**config.mk**
```make
export PLATFORM = sky130hd
export DESIGN_NAME = alu_cmd_sequencer_flat
export DESIGN_NICKNAME = d
export VERILOG_FILES = /design/src/rtl/alu_if.sv /design/src/rtl/alu_cmd_sequencer.sv /design/src/flat_wrapper.sv
export SDC_FILE = /design/constraint.sdc
export NUM_CORES = 1
export LEC_CHECK = 0
export BUFFER_PORTS_ARGS = -buffer_cell sky130_fd_sc_hd__buf_2
export CELL_PAD_IN_SITES_DETAIL_PLACEMENT = 1
export CELL_PAD_IN_SITES_GLOBAL_PLACEMENT = 1
export CORE_MARGIN = 10
export CORE_UTILIZATION = 35
export CTS_CLUSTER_DIAMETER = 80
export DETAILED_ROUTE_END_ITERATION = 10
export PLACE_DENSITY = 0.73
export SETUP_SLACK_MARGIN = 0.05
export SYNTH_ARGS = -nofsm -noshare
export SYNTH_HDL_FRONTEND = slang
export SYNTH_SLANG_ARGS = --single-unit
```
**constraint.sdc**
```tcl
create_clock -name clk -period 1.6 [get_ports clk]
set_input_delay 0.32 -clock clk [delete_from_list [all_inputs] [get_ports clk]]
set_output_delay 0.32 -clock clk [all_outputs]
set_load 0.05 [all_outputs]
```
**src/rtl/alu_if.sv**
```systemverilog
// alu_if: bus to the combinational ALU; operands and op code out, result and status back
// Ports: a, b (WIDTH) operands; op (2) op code; result (WIDTH) ALU result; status ALU zero-on-subtract flag
// Modports: master drives a/b/op (sequencer side), slave drives result/status (ALU side)
interface alu_if #(
  parameter int WIDTH = 4
);
  logic [WIDTH-1:0] a;
  logic [WIDTH-1:0] b;
  logic [1:0]       op;
  logic [WIDTH-1:0] result;
  logic             status;
  modport master (output a, b, op, input result, status);
  modport slave  (input a, b, op, output result, status);
endinterface

```
**src/rtl/alu_cmd_sequencer.sv**
```systemverilog
// alu_cmd_sequencer: collects A, B and op code from shared switches, runs one ALU cycle, holds the result for display
// Ports: clk; rst_n async active-low reset; data_in_i operand or op code in [1:0]; enter_i async confirm button;
//   clear_i sync soft clear; alu master side of the ALU bus; disp_value_o/disp_zero_o display value and zero flag;
//   stage_o entry prompt (0 GET_A, 1 GET_B, 2 GET_OP, 3 EXEC, 4 SHOW); done_o one-cycle result pulse;
//   op_count_o completed operations
// Build option: ALU_SEQ_CHAIN_EN makes an enter in SHOW reuse the result as operand A and skip GET_A
module alu_cmd_sequencer #(
  parameter int WIDTH = 4,
  parameter int CNT_W = 8
) (
  input  logic             clk,
  input  logic             rst_n,
  input  logic [WIDTH-1:0] data_in_i,
  input  logic             enter_i,
  input  logic             clear_i,
  alu_if.master            alu,
  output logic [WIDTH-1:0] disp_value_o,
  output logic             disp_zero_o,
  output logic [2:0]       stage_o,
  output logic             done_o,
  output logic [CNT_W-1:0] op_count_o
);
  typedef enum logic [2:0] {GET_A = 3'd0, GET_B = 3'd1, GET_OP = 3'd2, EXEC = 3'd3, SHOW = 3'd4} state_t;
  state_t           state_q, state_d;
  logic [1:0]       sync_q;
  logic             prev_q;
  logic             enter_edge;
  logic [WIDTH-1:0] a_q, a_d, b_q, b_d, res_q, res_d;
  logic [1:0]       op_q, op_d;
  logic             zero_q, zero_d, done_q, done_d;
  logic [CNT_W-1:0] cnt_q, cnt_d;
  // sync and edge flops reset high so a button held through reset release is not seen as a press
  always_ff @(posedge clk or negedge rst_n) begin
    if (!rst_n) begin
      sync_q <= 2'b11;
      prev_q <= 1'b1;
    end else begin
      sync_q <= {sync_q[0], enter_i};
      prev_q <= sync_q[1];
    end
  end
  assign enter_edge = sync_q[1] & ~prev_q;
  always_ff @(posedge clk or negedge rst_n) begin
    if (!rst_n) begin
      state_q <= GET_A;
      a_q     <= '0;
      b_q     <= '0;
      op_q    <= '0;
      res_q   <= '0;
      zero_q  <= 1'b0;
      done_q  <= 1'b0;
      cnt_q   <= '0;
    end else begin
      state_q <= state_d;
      a_q     <= a_d;
      b_q     <= b_d;
      op_q    <= op_d;
      res_q   <= res_d;
      zero_q  <= zero_d;
      done_q  <= done_d;
      cnt_q   <= cnt_d;
    end
  end
  always_comb begin
    state_d = state_q;
    a_d     = a_q;
    b_d     = b_q;
    op_d    = op_q;
    res_d   = res_q;
    zero_d  = zero_q;
    done_d  = 1'b0;
    cnt_d   = cnt_q;
    if (clear_i) begin
      state_d = GET_A;
      a_d     = '0;
      b_d     = '0;
      op_d    = '0;
      res_d   = '0;
      zero_d  = 1'b0;
    end else begin
      case (state_q)
        GET_A:  if (enter_edge) begin a_d = data_in_i; state_d = GET_B; end
        GET_B:  if (enter_edge) begin b_d = data_in_i; state_d = GET_OP; end
        GET_OP: if (enter_edge) begin op_d = data_in_i[1:0]; state_d = EXEC; end
        EXEC: begin
          res_d   = alu.result;
          zero_d  = alu.status;
          done_d  = 1'b1;
          cnt_d   = cnt_q + 1'b1;
          state_d = SHOW;
        end
        SHOW: if (enter_edge) begin
`ifdef ALU_SEQ_CHAIN_EN
          a_d     = res_q;
          state_d = GET_B;
`else
          state_d = GET_A;
`endif
        end
        default: state_d = GET_A;
      endcase
    end
  end
  assign alu.a        = a_q;
  assign alu.b        = b_q;
  assign alu.op       = op_q;
  assign disp_value_o = (state_q == EXEC || state_q == SHOW) ? res_q : data_in_i;
  assign disp_zero_o  = zero_q;
  assign stage_o      = state_q;
  assign done_o       = done_q;
  assign op_count_o   = cnt_q;
endmodule

```
**src/flat_wrapper.sv**
```systemverilog
// flat-port wrapper written by rule: the top's interface ports become plain ports
module alu_cmd_sequencer_flat 
#(
  parameter int WIDTH = 4,
  parameter int CNT_W = 8
)
  (clk, rst_n, data_in_i, enter_i, clear_i, disp_value_o, disp_zero_o, stage_o, done_o, op_count_o, alu_a, alu_b, alu_op, alu_result, alu_status);
  alu_if #(.WIDTH(WIDTH)) alu_i ();
  input  logic clk;
  input  logic rst_n;
  input  logic [WIDTH-1:0] data_in_i;
  input  logic enter_i;
  input  logic clear_i;
  output logic [WIDTH-1:0] disp_value_o;
  output logic disp_zero_o;
  output logic [2:0] stage_o;
  output logic done_o;
  output logic [CNT_W-1:0] op_count_o;
  output wire logic [$bits(alu_i.a)-1:0] alu_a;
  output wire logic [$bits(alu_i.b)-1:0] alu_b;
  output wire logic [$bits(alu_i.op)-1:0] alu_op;
  input wire logic [$bits(alu_i.result)-1:0] alu_result;
  input wire logic [$bits(alu_i.status)-1:0] alu_status;
  assign alu_a = alu_i.a;
  assign alu_b = alu_i.b;
  assign alu_op = alu_i.op;
  assign alu_i.result = alu_result;
  assign alu_i.status = alu_status;
  alu_cmd_sequencer #(.WIDTH(WIDTH), .CNT_W(CNT_W)) u_core (.clk(clk), .rst_n(rst_n), .data_in_i(data_in_i), .enter_i(enter_i), .clear_i(clear_i), .alu(alu_i), .disp_value_o(disp_value_o), .disp_zero_o(disp_zero_o), .stage_o(stage_o), .done_o(done_o), .op_count_o(op_count_o));
endmodule
```
# == After elaboration in Yosys (flattened, before gate mapping) ==
# Index checks and enable logic that the tools add are counted.
# word_totals
reg_bits,30
inputBits,13
out_inout_bits,27
# classes
addsub,1
eq_ne,8
mux,21
n_bitwise,3
reduce_logical,12
# ops
operator,count
$mux 4,8
$mux 3,5
$pmux 3 s5,1
$ne 3x2->1 const B,4
$reduce_bool 2->1,5
$add 8x1->8 const B,1
$reduce_and 2->1,4
$eq 3x2->1 const B,2
$mux 2,3
$mux 1,4
$reduce_and 4->1,1
$eq 3x1->1 const B,1
$eq 3x3->1 const B,1
$logic_not 3->1,1
$not 1->1,2
$and 1x1->1,1
$logic_or 1x1->1,1

# == Depth between registers and ports, before layout ==
# Gate-level depths: netlist (run 1).
# logic_depth
depth_word,5
depth_mapped,5

# == Worst setup path before layout (run 1) ==
# OpenSTA, ideal clock, no wires.
# synth_timing
path_type,register to output
from,"register u_core.state_q[1], in the netlist u_core.stage_o[1]"
to,output disp_value_o[3]
t_arrival_ps,2359
required_ps,1280
slack_ps,-1079
path_stages_with_launch,5
path_cell_list,dfrtp_1 buf_2 or3_1 o21ai_0 a221oi_1
# synth_via
elab_chain_len,3
# synth_rtl
element,line_no,rtl
start: declaration,alu_cmd_sequencer.sv:24,"state_t state_q, state_d;"
start signal: assignment,alu_cmd_sequencer.sv:54,state_q <= state_d;
$eq 3x2->1 / $eq 3x3->1 (equally long branches),alu_cmd_sequencer.sv:107,assign disp_value_o = (state_q == EXEC || state_q == SHOW) ? res_q : data_in_i;
$logic_or 1x1->1 *,alu_cmd_sequencer.sv:107,
$mux 4 *,alu_cmd_sequencer.sv:107,
end: declaration,flat_wrapper.sv:14,output logic [WIDTH-1:0] disp_value_o;
# Mark *: on every way between the ends. The rest lies on a longest branch, timed or not.

# == Worst setup path after layout (run 1) ==
# layout_timing
from,"register u_core.state_q[0], in the netlist u_core.stage_o[0]"
to,output disp_value_o[0]
# The elaborated chain is that of the path after synthesis.

==> results.json, run 1 <==
{
  "r2r_end": "u_core.op_count_o[5]",
  "p_seq_share_pct": 42.6,
  "tns_ps": -1330,
  "die_y_um": 82.7,
  "p_sw_share_pct": 26.3,
  "crit_type": "register to output pin",
  "finalSetupViolations": 9,
  "worst_pin_slew_ps": 676,
  "clock_latency_ps": 280,
  "drt.antenna.violating_nets": 0,
  "vias": 1192,
  "slowest_delay_ps": 470,
  "critPathCapture": "disp_value_o[0]",
  "setup_ws_ps": -307,
  "dp_cells": 216,
  "dp_hpwl_um": 2980,
  "start_util_pct": 36.8,
  "crit_path_top_delay_cell": "dfrtp_2",
  "worst_setup_path_end_kind": "output pin",
  "total_power_w": 0.00190,
  "routabilityCongestion": 0.752,
  "first_pass_iters": 4,
  "insertedDiodeCount": 0,
  "drc": 0,
  "crit_fanout": 6,
  "max_freq_mhz": 524,
  "yosys.area.top_type": "dfrtp_1",
  "numCtsBuffers": 5,
  "syn-instance-count": 125,
  "dieWidth_um": 82.7,
  "final_cells": 232,
  "yosysSeqAreaShare_pct": 54.8,
  "rsz0062_at_grt": "true",
  "grt_pass1_wl_um": 7020,
  "clockPowerShare_pct": 41.2,
  "ys_ff_latch": 30,
  "status": "finished with violations",
  "required_ps": 1280,
  "synthesis.nets": 139,
  "final-max-slew-violation-count": 0,
  "leakagePower_nw": 0.997,
  "io_pins": 40,
  "holdCritPathClass": "primary input to async pin",
  "power.internal_w": 0.00140,
  "crit_family": "flip-flops",
  "clock_sinks": 30,
  "switching_power_w": 0.000500,
  "cp.depth": 4,
  "grt_pass1_vias": 1396,
  "drt-vias-per-instance": 5.14,
  "cap_violations": 0,
  "slew_headroom_pct": 54.9,
  "drt_iter0_markers": 37,
  "r2r_cells": 7,
  "startpoint_type": "register",
  "post_drt_wl_per_cell_um": 19.0,
  "clock_skew_ps": 7.96,
  "final_area_um2": 2010,
  "synth_cell_types": 35,
  "design.core.area_um2": 3740,
  "cts_buffer_depth": 2,
  "io_buffers": 39,
  "yosys_warnings": 0,
  "syn-cell-area_um2": 1380,
  "grt_max_degree": 31,
  "timing.final.crit_share_pct": 119,
  "clk_transition_reported_paths_ps": 60,
  "path_cells": "nand3b_4, a21boi_4, mux2_4, buf_6",
  "antenna_found_initial": 0,
  "synth.top_cell.area_share_pct": 49.0,
  "fin_crit_ps": 1910,
  "drt-total-wl_um": 4410,
  "track_usage_pct": 13.5,
  "finalHoldViolations": 0,
  "fin_nets": 197,
  "drive_gt1_share_pct": 53.3,
  "synth_area_leaders": "dfrtp_1 49%, dfstp_2 5.7%, a21oi_1 4.7%, nand3_1 4.4%, mux2_2 4.1%",
  "area_growth_pct": 46.0,
  "worstPathBufferInverterCount": 1,
  "cts_htree_levels": 2,
  "cp-startpoint": "u_core.stage_o[0]",
  "pwr_density_cell_nw_per_um2": 946,
  "worstPathArrival_ps": 1590,
  "cts_tree": "done",
  "violations": "negative setup slack",
  "overflow": 0,
  "syn_area_per_cell_um2": 11.0,
  "r2r_slack_ps": -50,
  "vdd_drop_max_uv": 473,
  "pwr-share-comb_pct": 16.3,
  "r2r-start": "u_core.stage_o[0]",
  "die-area_um2": 6850,
  "dpl_cell_area_um2": 1720,
  "rows": 22,
  "cts_root_buf": "clkbuf_8"
}
-- Yosys cell counts --
master,instances
a211oi_1,1
a21boi_2,1
a21oi_1,13
a21oi_2,1
a221oi_1,1
and3_1,2
and4bb_1,1
and4bb_2,1
buf_1,1
buf_2,4
buf_4,1
clkbuf_1,1
dfrtp_1,27
dfstp_2,3
ha_1,1
inv_1,2
mux2_1,3
mux2_2,5
nand2_1,7
nand2b_1,2
nand3_1,12
nand3b_1,1
nand3b_2,1
nand4_1,4
nand4bb_1,1
nor2_1,2
nor2b_1,6
nor3_1,2
nor3b_2,1
o21ai_0,7
o22ai_1,1
or3_1,1
or3b_2,1
xnor2_1,6
xor2_1,1
-- state kept, by name, summed over array words and instances, names as in the netlist --
| register | count |
|---|---|
| u_core.alu.b | 4 |
| u_core.alu.a | 4 |
| u_core.prev_q | 1 |
| u_core.sync_q | 2 |
| u_core.res_q | 4 |
| u_core.stage_o | 3 |
| u_core.alu.op | 2 |
| u_core.disp_zero_o | 1 |
| u_core.done_o | 1 |
| u_core.op_count_o | 8 |
-- cells in the final DEF, fill, tap and decap left out, drive strengths merged, types with 2 or more instances in the layout --
cell type	count
nand2b	2
a21oi	14
nand3	12
and4bb	2
nand2	7
mux2	8
xnor2	6
dfrtp	27
inv	2
nand3b	2
nor2	2
buf	58
nand4	4
nor3	2
o21ai	7
nor2b	6
and3	2
dfstp	3
clkbuf	7
-- metal layers --
layer	vias to the layer above	global-route usage (%)	share of wire, %
met2	37	23.6	53
li1	562	-	-
met3	9	5.18	7.0
met4	0	5.69	1.7
met1	584	14.3	38
met5	-	0	0
-- stage by stage --
stage	worst slack [ps]	hold WS [ps]	utilization, %
after CTS	-289	95.4	52.1
after floorplan	-168	24.4	-
after global routing	-350	115	53.7
after detailed placement	-77.9	355	46.1
final	-307	65.5	53.7
after global placement	-46.4	353	46.1
-- power by group through the flow --
stage | sequential [W] | clock (W) | combinational (W)
CTS | 0.000807 | 0.000793 | 0.000296
detailed placement | 0.000823 | 0 | 0.000265
global route | 0.000813 | 0.000841 | 0.000329
floorplan | 0.000889 | 0 | 0.000109
global placement | 0.000821 | 0 | 0.000261
finish | 0.000810 | 0.000783 | 0.000309
-- worst min-delay path by stage --
stage	to	slack (ps)	depth (start not counted)
after detailed placement	u_core.sync_q[1]	360	0
after global routing	u_core.disp_zero_o	120	1
after global placement	u_core.sync_q[1]	350	0
after floorplan	u_core.alu.a[0]	20	0
after CTS	u_core.disp_zero_o	100	1
final	u_core.disp_zero_o	70	1
-- final cells by class --
class | instances | area (µm²)
tap | 48 | 60.1
timing repair buffer | 58 | 384
inverter | 2 | 7.51
clock inverter | 1 | 30.0
sequential | 30 | 758
clock buffer | 7 | 86.3
multi-input combinational | 86 | 684
fill | 446 | 1730
-- cell families after synthesis --
family | after synthesis | synth area share, %
adders and majority gates | 1 | 0.908
muxes | 8 | 6.54
DFF | 30 | 54.8
xor gates and xnor gates | 7 | 4.45
AOI/OAI and AO/OA | 25 | 10.4
buffers and inverters | 9 | 3.09
and+or+nand+nor | 45 | 19.9
-- repair_timing --
| item | 4_1_cts | 5_1_grt |
|---|---|---|
| resized for setup | 16 | 16 |
| endpoints found under the setup margin | 5 | 20 |
| pin swaps | 1 | 2 |
| setup buffers | 7 | 1 |
| hold buffers | 0 | 0 |
Note: power is estimated with default switching activity, not from simulation.
==> run 2, diff against run 1 <==
REMOVE_ABC_BUFFERS = 1   (was unset)
clock period = 2.39 ns   (was 1.6 ns; I/O delays follow)
==> run 2 against run 1 <==
Net effect:
- the run now ends clean
- worst setup slack improved by 460 ps
- core utilization fell by 8.2 points
- first-iteration DRC count rose by 14%
- critical path depth did not move
- clock power fell by 51%
- global-route usage fell by 2.4 points
- design area fell by 15%
- register-to-register slack improved by 840 ps
- total power fell by 43%
- sequential power fell by 33%
- clock skew fell by 1.7 ps
- critical path type unchanged
- critical endpoint is now disp_value_o[1]
- largest cell class unchanged
- largest power group unchanged
==> results.json, run 2 (synthesized netlist as in run 1, its figures left out) <==
{
  "status": "finished clean",
  "final_cells": 215,
  "cts_buffer_depth": 2,
  "numCtsBuffers": 5,
  "dieWidth_um": 82.7,
  "drt.antenna.violating_nets": 0,
  "design.core.area_um2": 3740,
  "required_ps": 1910,
  "die_y_um": 82.7,
  "insertedDiodeCount": 0,
  "fin_nets": 180,
  "leakagePower_nw": 0.824,
  "fill_cells": 443,
  "r2r_slack_ps": 790,
  "dp_cells": 207,
  "fin_crit_ps": 2240,
  "max_freq_mhz": 447,
  "drive_gt1_share_pct": 38.3,
  "vias": 1110,
  "clock_sinks": 30,
  "io_pins": 40,
  "grt_max_degree": 31,
  "worstPathArrival_ps": 1760,
  "dp_hpwl_um": 2600,
  "slew_headroom_pct": 56.6,
  "clock_skew_ps": 6.29,
  "dpl_cell_area_um2": 1610,
  "clock_latency_ps": 280,
  "overflow": 0,
  "antenna_found_initial": 0,
  "r2r_cells": 3,
  "crit_fanout": 13,
  "rows": 22,
  "grt_pass1_vias": 1209,
  "drt-total-wl_um": 3520,
  "drc": 0,
  "largest_reg_flops": 8,
  "drt_iter0_markers": 42,
  "crit_type": "register to output pin",
  "finalSetupViolations": 0,
  "track_usage_pct": 11.1,
  "cts-resized-gates": 1,
  "area_growth_pct": 23.8,
  "mostFrequentLayoutCells": "39 x buf_2, 25 x dfrtp_1, 13 x a21oi_1",
  "total_power_w": 0.00109,
  "cts_setup_buffers": 0,
  "cap_violations": 0,
  "cts_tree": "done",
  "finalHoldViolations": 0,
  "final-max-slew-violation-count": 0,
  "pwr_density_cell_nw_per_um2": 637,
  "grt_pass1_wl_um": 5850,
  "startpoint_type": "register",
  "worst_pin_slew_ps": 651,
  "routabilityCongestion": 0.784,
  "first_pass_iters": 4,
  "rsz0062_at_grt": "true",
  "final_area_um2": 1710,
  "vdd_drop_max_uv": 302,
  "die-area_um2": 6850,
  "r2r-start": "u_core.stage_o[2]",
  "drt-vias-per-instance": 5.16,
  "post_drt_wl_per_cell_um": 16.3,
  "timing.final.crit_share_pct": 93.7,
  "layout_commonest_cell": "buf_2",
  "clk_transition_reported_paths_ps": 60,
  "start_util_pct": 36.8,
  "cts_hold_buffers": 0,
  "io_buffers": 39,
  "cts_htree_levels": 2,
  "r2r_end": "u_core.op_count_o[1]",
  "cts_root_buf": "clkbuf_8",
  "worst_setup_path_end_kind": "output pin",
  "holdCritPathClass": "primary input to async pin"
}
run 2: routing by layer:
metal,wire length (µm),share of wire (%),global-route usage [%],up-vias
li1,-,-,-,527
met1,1450,41,11.9,551
met2,1770,50,18.3,28
met3,272,7.7,5.62,4
met4,28,0.80,4.35,0
met5,0,0,0,-
run 2: final cells by class:
class	instances	area, µm²	share of cell area [%]
clock buffer	6	72.6	4.26
clock inverter	2	10.0	0.587
inverter	2	7.51	0.440
multi-input combinational	86	588	34.5
sequential	30	757	44.4
tap	48	60.1	3.52
timing repair buffer	41	210	12.3
run 2: worst max path at each step:
stage,slack (ps),cells past startpoint,startpoint,to
after floorplan,-470,3,u_core.stage_o[0],disp_value_o[3]
after global placement,440,4,u_core.stage_o[0],disp_value_o[1]
after detailed placement,360,4,u_core.stage_o[1],disp_value_o[1]
after CTS,60,4,u_core.stage_o[0],disp_value_o[1]
after global routing,40,5,u_core.stage_o[2],disp_value_o[3]
final,150,4,u_core.stage_o[0],disp_value_o[1]
run 2: report_power, final:
| part | switching [W] | leakage (nW) | internal (W) |
|---|---|---|---|
| logic | 0.000115 | 0.379 | 0.0000437 |
| clock network | 0.000184 | 0.0450 | 0.000201 |
| registers | 0.0000164 | 0.400 | 0.000527 |
| total | 0.000315 | 0.824 | 0.000771 |
run 2: through the flow:
stage	TNS [ps]	util, %	setup WS [ps]	hold WS [ps]
2_1_floorplan	-473	-	-473	182
3_3_place_gp	0	43.1	435	346
3_5_place_dp	0	43.1	362	355
4_1_cts	0	45.3	58.6	246
5_1_grt	0	45.6	43.8	262
6_report	0	45.6	151	221
run 2: critical path: stages (launching register included):
cell      delay [ps]
dfrtp_2          500
nand3b_2         200
a21boi_4         230
mux2_1           340
buf_2            210
